## src/rtl/uniform_poly_sampler.sv

```systemverilog
// ---------------------------------------------------------------------------
// uniform_poly_sampler
//   Turns 64-bit pseudo-random words from the free-running LFSR into N
//   coefficients uniformly distributed in [0,Q) by rejection sampling. Each
//   word is split into CHUNKS = 64/COEF_W chunks, taken LSB first. A chunk is
//   kept only if it is below Q. Kept chunks leave on a valid/ready stream
//   tagged with their coefficient index. One start produces one polynomial.
//
// Ports
//   clk         in   1       clock
//   s_rst_n     in   1       asynchronous active-low reset
//   start       in   1       begin one polynomial (honoured only when idle)
//   rnd_in      in   64      LFSR word, sampled only in the LOAD cycle
//   coef_data   out  COEF_W  accepted coefficient (< Q)
//   coef_idx    out  IDX_W   index 0..N-1 of coef_data
//   coef_valid  out  1       coef_data / coef_idx valid
//   coef_ready  in   1       downstream accepts
//   busy        out  1       high while loading or emitting
//   done        out  1       one-cycle pulse after coefficient N-1 handshakes
//   rej_cnt     out  16      rejected chunks this polynomial (saturating)
// ---------------------------------------------------------------------------
module uniform_poly_sampler #(
  parameter int COEF_W = 16,
  parameter int Q      = 12289,
  parameter int N      = 1024,
  localparam int IDX_W = $clog2(N)
) (
  input  logic              clk,
  input  logic              s_rst_n,
  input  logic              start,
  input  logic [63:0]       rnd_in,
  output logic [COEF_W-1:0] coef_data,
  output logic [IDX_W-1:0]  coef_idx,
  output logic              coef_valid,
  input  logic              coef_ready,
  output logic              busy,
  output logic              done,
  output logic [15:0]       rej_cnt
);

  localparam int                CHUNKS   = 64 / COEF_W;
  localparam int                PTR_W    = (CHUNKS > 1) ? $clog2(CHUNKS) : 1;
  localparam logic [COEF_W-1:0] Q_C      = COEF_W'(Q);
  localparam logic [PTR_W-1:0]  LAST_PTR = PTR_W'(CHUNKS - 1);
  localparam logic [IDX_W-1:0]  LAST_IDX = IDX_W'(N - 1);

  typedef enum logic [1:0] {S_IDLE, S_LOAD, S_EMIT, S_DONE} state_t;

  state_t            r_state;
  state_t            w_next;
  logic [63:0]       r_buf;
  logic [PTR_W-1:0]  r_ptr;
  logic [IDX_W-1:0]  r_idx;
  logic [15:0]       r_rej;

  logic [COEF_W-1:0] w_cand;
  logic              w_emit;
  logic              w_below_q;
  logic              w_hs;
  logic              w_reject;
  logic              w_last_chunk;

  // Chunk currently under test, selected by r_ptr.
  // NOTE: every signal written in a combinational block gets a default first,
  // otherwise paths that skip the assignment infer a latch.
  always_comb begin
    w_cand = '0;
    for (int c = 0; c < CHUNKS; c++) begin
      if (r_ptr == PTR_W'(c)) w_cand = r_buf[c*COEF_W +: COEF_W];
    end
  end

  // Unsigned full-width compare: cand == Q is rejected, cand == Q-1 kept.
  assign w_emit       = (r_state == S_EMIT);
  assign w_below_q    = (w_cand < Q_C);
  assign w_hs         = w_emit && w_below_q && coef_ready;
  assign w_reject     = w_emit && !w_below_q;
  assign w_last_chunk = (r_ptr == LAST_PTR);

  // State register.
  // NOTE: clocked state uses non-blocking assignments so every flop samples
  // the pre-edge values regardless of block ordering.
  always_ff @(posedge clk or negedge s_rst_n) begin
    if (!s_rst_n) r_state <= S_IDLE;
    else          r_state <= w_next;
  end

  // Next-state logic. Completing the last coefficient wins over refilling.
  always_comb begin
    w_next = r_state;
    case (r_state)
      S_IDLE: if (start) w_next = S_LOAD;
      S_LOAD: w_next = S_EMIT;
      S_EMIT: begin
        if (w_hs && (r_idx == LAST_IDX))            w_next = S_DONE;
        else if ((w_hs || w_reject) && w_last_chunk) w_next = S_LOAD;
      end
      S_DONE: w_next = S_IDLE;
      default: w_next = S_IDLE;
    endcase
  end

  // Datapath: word buffer, chunk pointer, coefficient index, reject counter.
  always_ff @(posedge clk or negedge s_rst_n) begin
    if (!s_rst_n) begin
      r_buf <= '0;
      r_ptr <= '0;
      r_idx <= '0;
      r_rej <= '0;
    end else begin
      case (r_state)
        S_IDLE: begin
          if (start) begin
            r_idx <= '0;
            r_ptr <= '0;
            r_rej <= '0;
          end
        end
        S_LOAD: begin
          r_buf <= rnd_in;
          r_ptr <= '0;
        end
        S_EMIT: begin
          if (w_hs || w_reject) r_ptr <= w_last_chunk ? '0 : r_ptr + PTR_W'(1);
          if (w_hs)             r_idx <= r_idx + IDX_W'(1);
          if (w_reject && (r_rej != 16'hFFFF)) r_rej <= r_rej + 16'd1;
        end
        default: ;
      endcase
    end
  end

  // Outputs depend only on registered state, never on coef_ready.
  always_comb begin
    busy       = (r_state == S_LOAD) || (r_state == S_EMIT);
    done       = (r_state == S_DONE);
    coef_valid = w_emit && w_below_q;
    coef_data  = w_cand;
    coef_idx   = r_idx;
    rej_cnt    = r_rej;
  end

endmodule

```

## config.mk

```make
export PLATFORM = sky130hd
export DESIGN_NAME = uniform_poly_sampler
export DESIGN_NICKNAME = d
export VERILOG_FILES = /design/src/rtl/uniform_poly_sampler.sv
export SDC_FILE = /design/constraint.sdc
export NUM_CORES = 1
export LEC_CHECK = 0
export CAP_MARGIN = 0
export CORE_MARGIN = 4
export CORE_UTILIZATION = 40
export CTS_CLUSTER_SIZE = 16
export DETAILED_ROUTE_END_ITERATION = 10
export HOLD_SLACK_MARGIN = 0.12
export MAX_ROUTING_LAYER = met4
export PLACE_DENSITY = 0.66
export SLEW_MARGIN = 0
export SYNTH_ARGS = -nofsm -noshare
export SYNTH_HDL_FRONTEND = slang
export SYNTH_SLANG_ARGS = --single-unit
```

## constraint.sdc

```tcl
create_clock -name clk -period 3.11 [get_ports clk]
set_clock_uncertainty 0.05 [all_clocks]
set_input_delay 0.622 -clock clk [delete_from_list [all_inputs] [get_ports clk]]
set_output_delay 0.622 -clock clk [all_outputs]
set_load 0.02 [all_outputs]
```

==> impl_metrics.tcl <==
set metrics [dict create \
    period_minus_slack_ps 3160 \
    rows 39 \
    ctsHoldBuffers 0 \
    drtAntennaViolNets 0 \
    clock_latency_ps 350 \
    sequentialPowerShare_pct 31.5 \
    status "complete, but fails checks" \
    synth_nets 532 \
    r2r-start "r_ptr[1]$_DFFE_PN0P_" \
    violations "setup timing" \
    worst_pin_slew_ps 569 \
    start_util_pct 41.7 \
    drcViolationCount 0 \
    routedWlPerCell_um 17.0 \
    finalHoldViolations 0 \
    ir_drop_mv 0.566 \
    path_class "reg2out" \
    synth_flop_cell "dfrtp_1" \
    grt_pass1_vias 4127 \
    arrival_ps 2490 \
    fin_crit_sh_pct 102 \
    drt_iter0_drc 327 \
    dr.pass1.iters 5 \
    grt_usage_pct 18.1 \
    p_switching_uw 2440 \
    syn_avg_cell_area_um2 10.7 \
    drt-total-wl_um 12600 \
    crit_path_end_kind "output pin" \
    cp-startpoint "r_ptr[1]$_DFFE_PN0P_" \
    die-height_um 118 \
    layout-area-overhead-vs-synth_pct 41.5 \
    io_pins 113 \
    htreeDepth 3 \
    p_leak_uw 0.00291 \
    cap_violations 0 \
    antenna_found_initial 0 \
    dp.cells 721 \
    p_clk_share_pct 17.3 \
    yosysSeqAreaShare_pct 48.4 \
    worstSetupStartpointType "flip-flop" \
    synth-edff-count 0 \
    clk_pin_slew_worst_paths_ps 70 \
    yosysWarnings 0 \
    die_area_um2 14000 \
    synth_cells 453 \
    critPathMaxFanout 10 \
    die_x_um 118 \
    cts_buffers 9 \
    p_per_area_nw_per_um2 929 \
    internal_power_uw 3950 \
    setup_slack_ps -53.3 \
    swShare_pct 38.2 \
    relSlewSlack_pct 61.9 \
    tns_ps -53.3 \
    numPortBuffers 112 \
    hold_path_class "in2async" \
    cts.path.max_buffers 2 \
    ys_seq_elements 94 \
    route.vias.total 4086 \
    setup_viol 1 \
    ys_types 62 \
    nNetsFinal 671 \
    final_cells 740 \
    clock.fmax_mhz 316 \
    grt_setup_unrepaired "yes" \
    post-route-util_pct 59.0 \
    gr-total-overflow 0 \
    diodes 0 \
    coreArea_um2 11700 \
    root_buffer "clkbuf_16" \
    vias_per_cell 5.52 \
    hpwlAfterDp_um 9060 \
    maxSlewViolCount 0 \
    cts_tree "done" \
    combinationalPowerShare_pct 51.2 \
    grt_pass1_wl_um 20300 \
    async_reset_ff_share_pct 100 \
    cp.required_ps 2440 \
    gp_congestion 0.812 \
    cts_sinks 94 \
    syn-cell-area_um2 4860 \
    drive_above_1_share_pct 26.1 \
    grt_max_degree 70 \
]
-- cell usage after synthesis, types with 3 or more instances --
| master | n | area (um2) |
|---|---|---|
| a21oi_1 | 16 | 80.1 |
| a221o_1 | 3 | 30.0 |
| a31oi_1 | 11 | 68.8 |
| and3_1 | 7 | 43.8 |
| buf_6 | 5 | 56.3 |
| clkbuf_1 | 16 | 60.1 |
| dfrtp_1 | 94 | 2350 |
| ha_1 | 11 | 138 |
| inv_1 | 18 | 67.6 |
| mux2_2 | 60 | 676 |
| mux2i_1 | 3 | 30.0 |
| nand2_1 | 52 | 195 |
| nand2b_1 | 3 | 18.8 |
| nand3_1 | 12 | 60.1 |
| nand3b_1 | 10 | 75.1 |
| nand4_1 | 8 | 50.1 |
| nor2_1 | 11 | 41.3 |
| nor3_1 | 3 | 15.0 |
| o211ai_1 | 11 | 82.6 |
| o21ai_0 | 18 | 90.1 |
| o22ai_1 | 9 | 56.3 |
| o31a_1 | 3 | 26.3 |
| or3_1 | 8 | 50.1 |
| or4_1 | 6 | 45.0 |
-- cell usage in the layout, fill, tap and decap left out, types with 6 or more instances in the layout --
| cell type | n |
|---|---|
| nand4_1 | 8 |
| o211ai_1 | 11 |
| nand2_1 | 52 |
| o21ai_0 | 17 |
| clkbuf_16 | 9 |
| inv_1 | 16 |
| dlygate4sd2_1 | 6 |
| nand3b_1 | 10 |
| nand3_1 | 12 |
| dfrtp_1 | 93 |
| o22ai_1 | 8 |
| dlymetal6s2s_1 | 7 |
| ha_1 | 6 |
| mux2_2 | 60 |
| buf_4 | 39 |
| clkdlybuf4s50_1 | 96 |
| or4_1 | 6 |
| nor2_1 | 11 |
| a21oi_1 | 16 |
| a31oi_2 | 6 |
| and3_1 | 7 |
| or3_1 | 8 |
-- metal layers --
layer  vias to the layer above  wire [um]  GRT usage, %
met1                      1979       5640          24.2
met5                         -          0             -
met3                        18        687          3.34
met4                         0        180          5.20
met2                       142       6050          28.3
li1                       1947          -             -
-- stage by stage --
step | hold slack [ps] | total power (uW) | setup slack (ps) | cell area, um2
detailed placement | 447 | 5110 | -318 | 6350
global route | 241 | 6760 | -209 | 6880
CTS | 219 | 6350 | -67.2 | 6790
global placement | 445 | 5060 | -229 | 6350
floorplan | 276 | 3810 | 88.3 | 4860
finish | 195 | 6390 | -53.3 | 6880
-- worst max-delay path: stages (launching register included) --
cell     delay [ps]
dfrtp_1         440
buf_4           170
ha_4            170
nor2_1          120
buf_6           190
a31oi_2         130
nor4_4          340
a31oi_4         130
or2_4           250
inv_2            70
buf_6           110
-- flip-flops by register name, indices dropped and copies added (netlist names) --
signal    cells
coef_idx     10
r_buf        64
r_ptr         2
r_state       2
rej_cnt      16
-- cell families after synthesis --
group	count (synthesis)	share of synthesized area, %
AO/OA/AOI/OAI	98	14.1
XOR/XNOR	2	0.360
adder cells (fa/ha/maj)	11	2.83
buffers and inverters	48	4.71
flip-flops	94	48.4
multiplexers	64	14.7
AND/OR/NAND/NOR	136	14.9
-- what timing repair did --
action / 4_1_cts / 5_1_grt
buffers inserted: 3 / 0
hold endpoints to repair: 0 / 0
resized for setup: 34 / 23
pin swaps: 5 / 2
endpoints found under the setup margin: 14 / 12
-- power groups by stage --
stage | registers, uW | clock network (uW) | logic (uW)
3_5_place_dp | 2010 | 0 | 3100
3_3_place_gp | 2010 | 0 | 3050
5_1_grt | 2070 | 1170 | 3520
6_report | 2020 | 1100 | 3270
4_1_cts | 1990 | 1130 | 3230
2_1_floorplan | 1910 | 0 | 1900
-- worst paths after layout --
check | to | slack [ps] | cells after the start
max in group asynchronous | r_ptr[0]$_DFFE_PN0P_ | 2130 | 2
min in group clk | r_buf[23]$_DFFE_PN0N_ | 460 | 1
min | rej_cnt[12]$_DFFE_PN0P_ | 190 | 1
max reg2reg | rej_cnt[11]$_DFFE_PN0P_ | 90 | 14
min reg2reg | r_buf[23]$_DFFE_PN0N_ | 460 | 1
max | coef_valid | -50 | 10
-- area by class of cell --
type	instances	area, um2
Fill cell	977	4780
Multi-Input combinational cell	311	2460
Sequential cell	94	2350
Timing Repair Buffer	156	1510
Clock buffer	9	225
Tap cell	143	179
Clock inverter	7	75.1
Inverter	20	75.1
No activity file was read; power rests on OpenSTA's default activity.
==> variant 1 (same flow settings) <==
The 4 states of `state_t` get a one-hot encoding in 4 bits.
--- a/src/rtl/uniform_poly_sampler.sv
+++ b/src/rtl/uniform_poly_sampler.sv
@@ -44,7 +44,7 @@
   localparam logic [PTR_W-1:0]  LAST_PTR = PTR_W'(CHUNKS - 1);
   localparam logic [IDX_W-1:0]  LAST_IDX = IDX_W'(N - 1);
 
-  typedef enum logic [1:0] {S_IDLE, S_LOAD, S_EMIT, S_DONE} state_t;
+  typedef enum logic [3:0] {S_IDLE = 4'b0001, S_LOAD = 4'b0010, S_EMIT = 4'b0100, S_DONE = 4'b1000} state_t;
 
   state_t            r_state;
   state_t            w_next;
Function: no difference found for any inputs over 10 cycles, from zero or initial values and one cycle with s_rst_n low; not proved beyond that.
==> variant 1 against the original RTL <==
- final cell count down 1.8%
- sequential cell count grew 2
- cell area decreased by 1.6%
- worst setup slack better by 0.061 ns
- critical path type unchanged
- routed wire length grew 3.6%
- area after synthesis shrank 1.9%
- total power down 15%
==> variant 1: results (changes against the original RTL) <==
Status
  – Result of the run: completed (was finished, violations left)

Setup path
  – Critical path arrival: 2.43 ns (was 2.49 ns)
  – R2R Path Start: r_ptr[0]$_DFFE_PN0P_ (was r_ptr[1]$_DFFE_PN0P_)
  – Worst-path fanout max: 8 (was 10)
  – FF-to-FF End: coef_idx[7]$_DFFE_PN0P_ (was rej_cnt[11]$_DFFE_PN0P_)

Cells and area
  – P&R area growth vs syn: 41.9% (was 41.5%)
  – FF/Latch Area: 2400 um2 (was 2350 um2)
  – Nets@finish: 653 (was 671)
  – Filler cells: 982 (was 977)
  – Comb_multi_in: 299 (was 311)
  – Inverters: 18 (was 20)
  – Bufs w/o clock: 155 (was 156)
  – Final clock-cell share: 4.38% (was 4.37%)

Drt
  – Met2 WL post-DR: 6.46 mm (was 6.05 mm)
  – Met1 WL: 5.81 mm (was 5.64 mm)
  – Initial drt markers: 304 (was 327)
  – DR vias/cell: 5.47 (was 5.52)

Yosys
  – Post-synthesis sequential area ratio: 50.4% (was 48.4%)
  – Syn avg cell area: 11.0 um2 (was 10.7 um2)
  – Syn Nets: 508 (was 532)
  – Post-synth top cells: dfrtp_1, mux2_2, nand2_1, a21oi_1, o21ai_0 (was dfrtp_1, mux2_2, nand2_1, inv_1, o21ai_0)
  – Synth Register Bits: 96 (was 94)
  – Netlist Area Pre-Place: 4770 um2 (was 4860 um2)

STA
  – Normalized max-slew margin: 44.5% (was 61.9%)

Power
  – Pleak: 2.80 nW (was 2.91 nW)
  – Total power: 5.46 mW (was 6.39 mW)

GRT
  – GR Util met3: 2.06% (was 3.34%)
  – GRT met2 Usage: 31.4% (was 28.3%)
  – First-pass GRT wire length: 20.5 mm (was 20.3 mm)
  – GR met1 Demand/Resource: 26.5% (was 24.2%)
  – Tot GR Track Use: 19.8% (was 18.1%)

Placement
  – Post-DP HPWL: 9.34 mm (was 9.06 mm)
  – Worst slack at placement: -0.195 ns (was -0.318 ns)
  – Post-DP Area: 6260 um2 (was 6350 um2)
  – Cells after DPL: 705 (was 721)

Clock network
  – Setup bufs post-CTS: 1 (was 3)
==> variant 1: cell types whose count changed after synthesis, sizes merged, moves of 5 or more <==
cell	delta
a21oi	+15
nand2	-13
o211ai	-12
clkbuf	-6
and3b	+5
ha	-5
nor2	+5
==> variant 1: worst max path at each step <==
| stage | to | slack [ns] | depth (start not counted) |
|---|---|---|---|
| floorplan | coef_valid | 0.11 | 10 |
| global placement | coef_valid | -0.15 | 10 |
| detailed placement | coef_valid | -0.20 | 10 |
| CTS | coef_valid | -0.08 | 10 |
| global route | coef_valid | -0.09 | 11 |
| finish | coef_valid | 0.008 | 11 |
==> variant 1: logic make-up after synthesis <==
kind of cell	after synthesis	synth area share (%)
buf+inv	40	3.91
fa+ha+maj	6	1.57
compound gates	98	13.1
flops	96	50.4
simple gates	125	15.1
xor+xnor	5	0.918
mux	64	15.0
==> variant 2 (config.mk and constraints unchanged) <==
Made on the original files. The parameter `N` goes from 1024 to 4096.
--- a/src/rtl/uniform_poly_sampler.sv
+++ b/src/rtl/uniform_poly_sampler.sv
@@ -22,7 +22,7 @@
 module uniform_poly_sampler #(
   parameter int COEF_W = 16,
   parameter int Q      = 12289,
-  parameter int N      = 1024,
+  parameter int N      = 4096,
   localparam int IDX_W = $clog2(N)
 ) (
   input  logic              clk,
Interface: changed (resized coef_idx); port bits go from 113 to 115. No check against the original RTL was run, so the function may have changed too.
==> variant 2 against the original RTL <==
- sequential cell count is 2 higher
- fmax grew 2.0%
- sequential share of layout area shrank 1.1 points
- largest cell class unchanged
- critical path type unchanged
- total power rose by 8.8%
- critical path depth shrank 1
- first-iteration DRC count down 24%
- synthesized cell count is 9.1% higher
- highest routed layer unchanged
- area after synthesis increased by 6.7%
- cell area grew 5.5%
- routed wire length increased by 14%
- global-route usage increased by 2.0 points
- combinational power grew 12%
- worst setup slack better by 0.061 ns
==> variant 2: results (changes against the original RTL) <==
STA
  – Normalized max-slew margin: 54.1% (was 61.9%)
  – Final Cycle Share: 99.8% (was 102%)

Drt
  – Routed WL: 14.3 mm (was 12.6 mm)
  – DR vias/cell: 5.45 (was 5.52)
  – WL/cell: 17.6 um (was 17.0 um)
  – Initial drt markers: 250 (was 327)

GRT
  – Pin count of the biggest net entering global routing: 68 (was 70)
  – First-pass GRT wire length: 22.6 mm (was 20.3 mm)
  – Tot GR Track Use: 20.1% (was 18.1%)
  – Number of global-route vias before repair: 4390 (was 4127)

Yosys
  – Syn avg cell area: 10.5 um2 (was 10.7 um2)
  – Post-synthesis sequential area ratio: 46.3% (was 48.4%)
  – Synth unique cells: 59 (was 62)
  – Syn Nets: 573 (was 532)
  – Post-synth top cells: dfrtp_1, nand2_1, mux2_2, a21oi_1, nor2_1 (was dfrtp_1, mux2_2, nand2_1, inv_1, o21ai_0)
  – Top post-synthesis cells by area: dfrtp_1, mux2_2, nand2_1 (unchanged)

Placement
  – Post-DP HPWL: 10.7 mm (was 9.06 mm)
  – Worst slack at placement: -0.191 ns (was -0.318 ns)
  – Post-DP Area: 6810 um2 (was 6350 um2)
  – Port Buffers: 114 (was 112)

Cells and area
  – P&R area growth vs syn: 40.0% (was 41.5%)
  – Fraction of layout cells with a size suffix above 1: 25.3% (was 26.1%)
  – Filler cells: 1107 (was 977)
  – Nets@finish: 715 (was 671)

Setup path
  – Critical path arrival: 2.43 ns (was 2.49 ns)
  – FF-to-FF setup slack: 0.18 ns (was 0.09 ns)
  – Worst Reg-to-Reg Cells: 12 (was 14)
  – Worst-path fanout max: 8 (was 10)

Power
  – Pleak: 2.98 nW (was 2.91 nW)
  – Total net switching power: 2.79 mW (was 2.44 mW)
  – Peak VDD IR: 553 uV (was 566 uV)

Status
  – Result of the run: completed (was finished, violations left)
variant 2: critical path: stages (launching register included):
cell,delay (ns)
dfrtp_2,0.46
ha_4,0.20
nand2b_4,0.19
buf_12,0.15
o22ai_4,0.14
o22ai_2,0.13
nor4_4,0.30
a41oi_2,0.18
nor2_2,0.19
buf_6,0.14
variant 2: what timing repair did:
item | in CTS | in global routing
buffers inserted | 0 | 1
gates cloned | 0 | 0
resized for setup | 23 | 30
hold buffers | 0 | 0
pin swaps | 0 | 8
endpoints found under the setup margin | 15 | 8
variant 2: final timing paths:
path,start,end
max,r_ptr[1]$_DFFE_PN0P_,coef_valid
min,s_rst_n,r_buf[6]$_DFFE_PN0N_
max reg2reg,r_ptr[0]$_DFFE_PN0P_,rej_cnt[6]$_DFFE_PN0P_
min reg2reg,r_buf[1]$_DFFE_PN0N_,r_buf[1]$_DFFE_PN0N_
max in group asynchronous,s_rst_n,r_buf[44]$_DFFE_PN0N_
min in group clk,r_buf[1]$_DFFE_PN0N_,r_buf[1]$_DFFE_PN0N_
variant 2: logic make-up after synthesis:
family | share of synthesized area [%]
AOI/OAI and AO/OA | 15.6
adders and majority gates | 2.65
buffers and inverters | 4.22
DFF | 46.3
muxes | 15.6
and+or+nand+nor | 15.6
variant 2: metrics by stage:
step / TNS (ns) / total power [mW] / hold slack [ns]
after floorplan: 0 / 4.23 / 0.276
after global placement: -0.127 / 5.76 / 0.442
after detailed placement: -0.191 / 5.82 / 0.447
after CTS: -0.200 / 6.91 / 0.281
after global routing: -0.0996 / 7.38 / 0.314
final: 0 / 6.96 / 0.259
variant 2: layer usage:
layer  global-route usage, %  wire (um)  vias up
li1                        -          -     2093
met1                    27.1       6620     2192
met2                    30.3       6740      115
met3                    3.16        586       28
met4                    8.33        391        0
met5                       -          0        -
variant 2: power by group through the flow:
stage / sequential, mW / combinational (mW) / clock, mW
detailed placement: 2.14 / 3.67 / 0
global route: 2.21 / 3.94 / 1.22
floorplan: 2.02 / 2.21 / 0
global placement: 2.15 / 3.61 / 0
finish: 2.16 / 3.67 / 1.13
CTS: 2.13 / 3.62 / 1.16
variant 2: final cells by class:
type | count | area share (%)
tap | 172 | 2.97
clock buffer | 10 | 3.15
inverter | 15 | 0.810
timing repair buffer | 163 | 21.5
sequential | 96 | 33.1
clock inverter | 6 | 1.02
multi-input combinational | 351 | 37.4
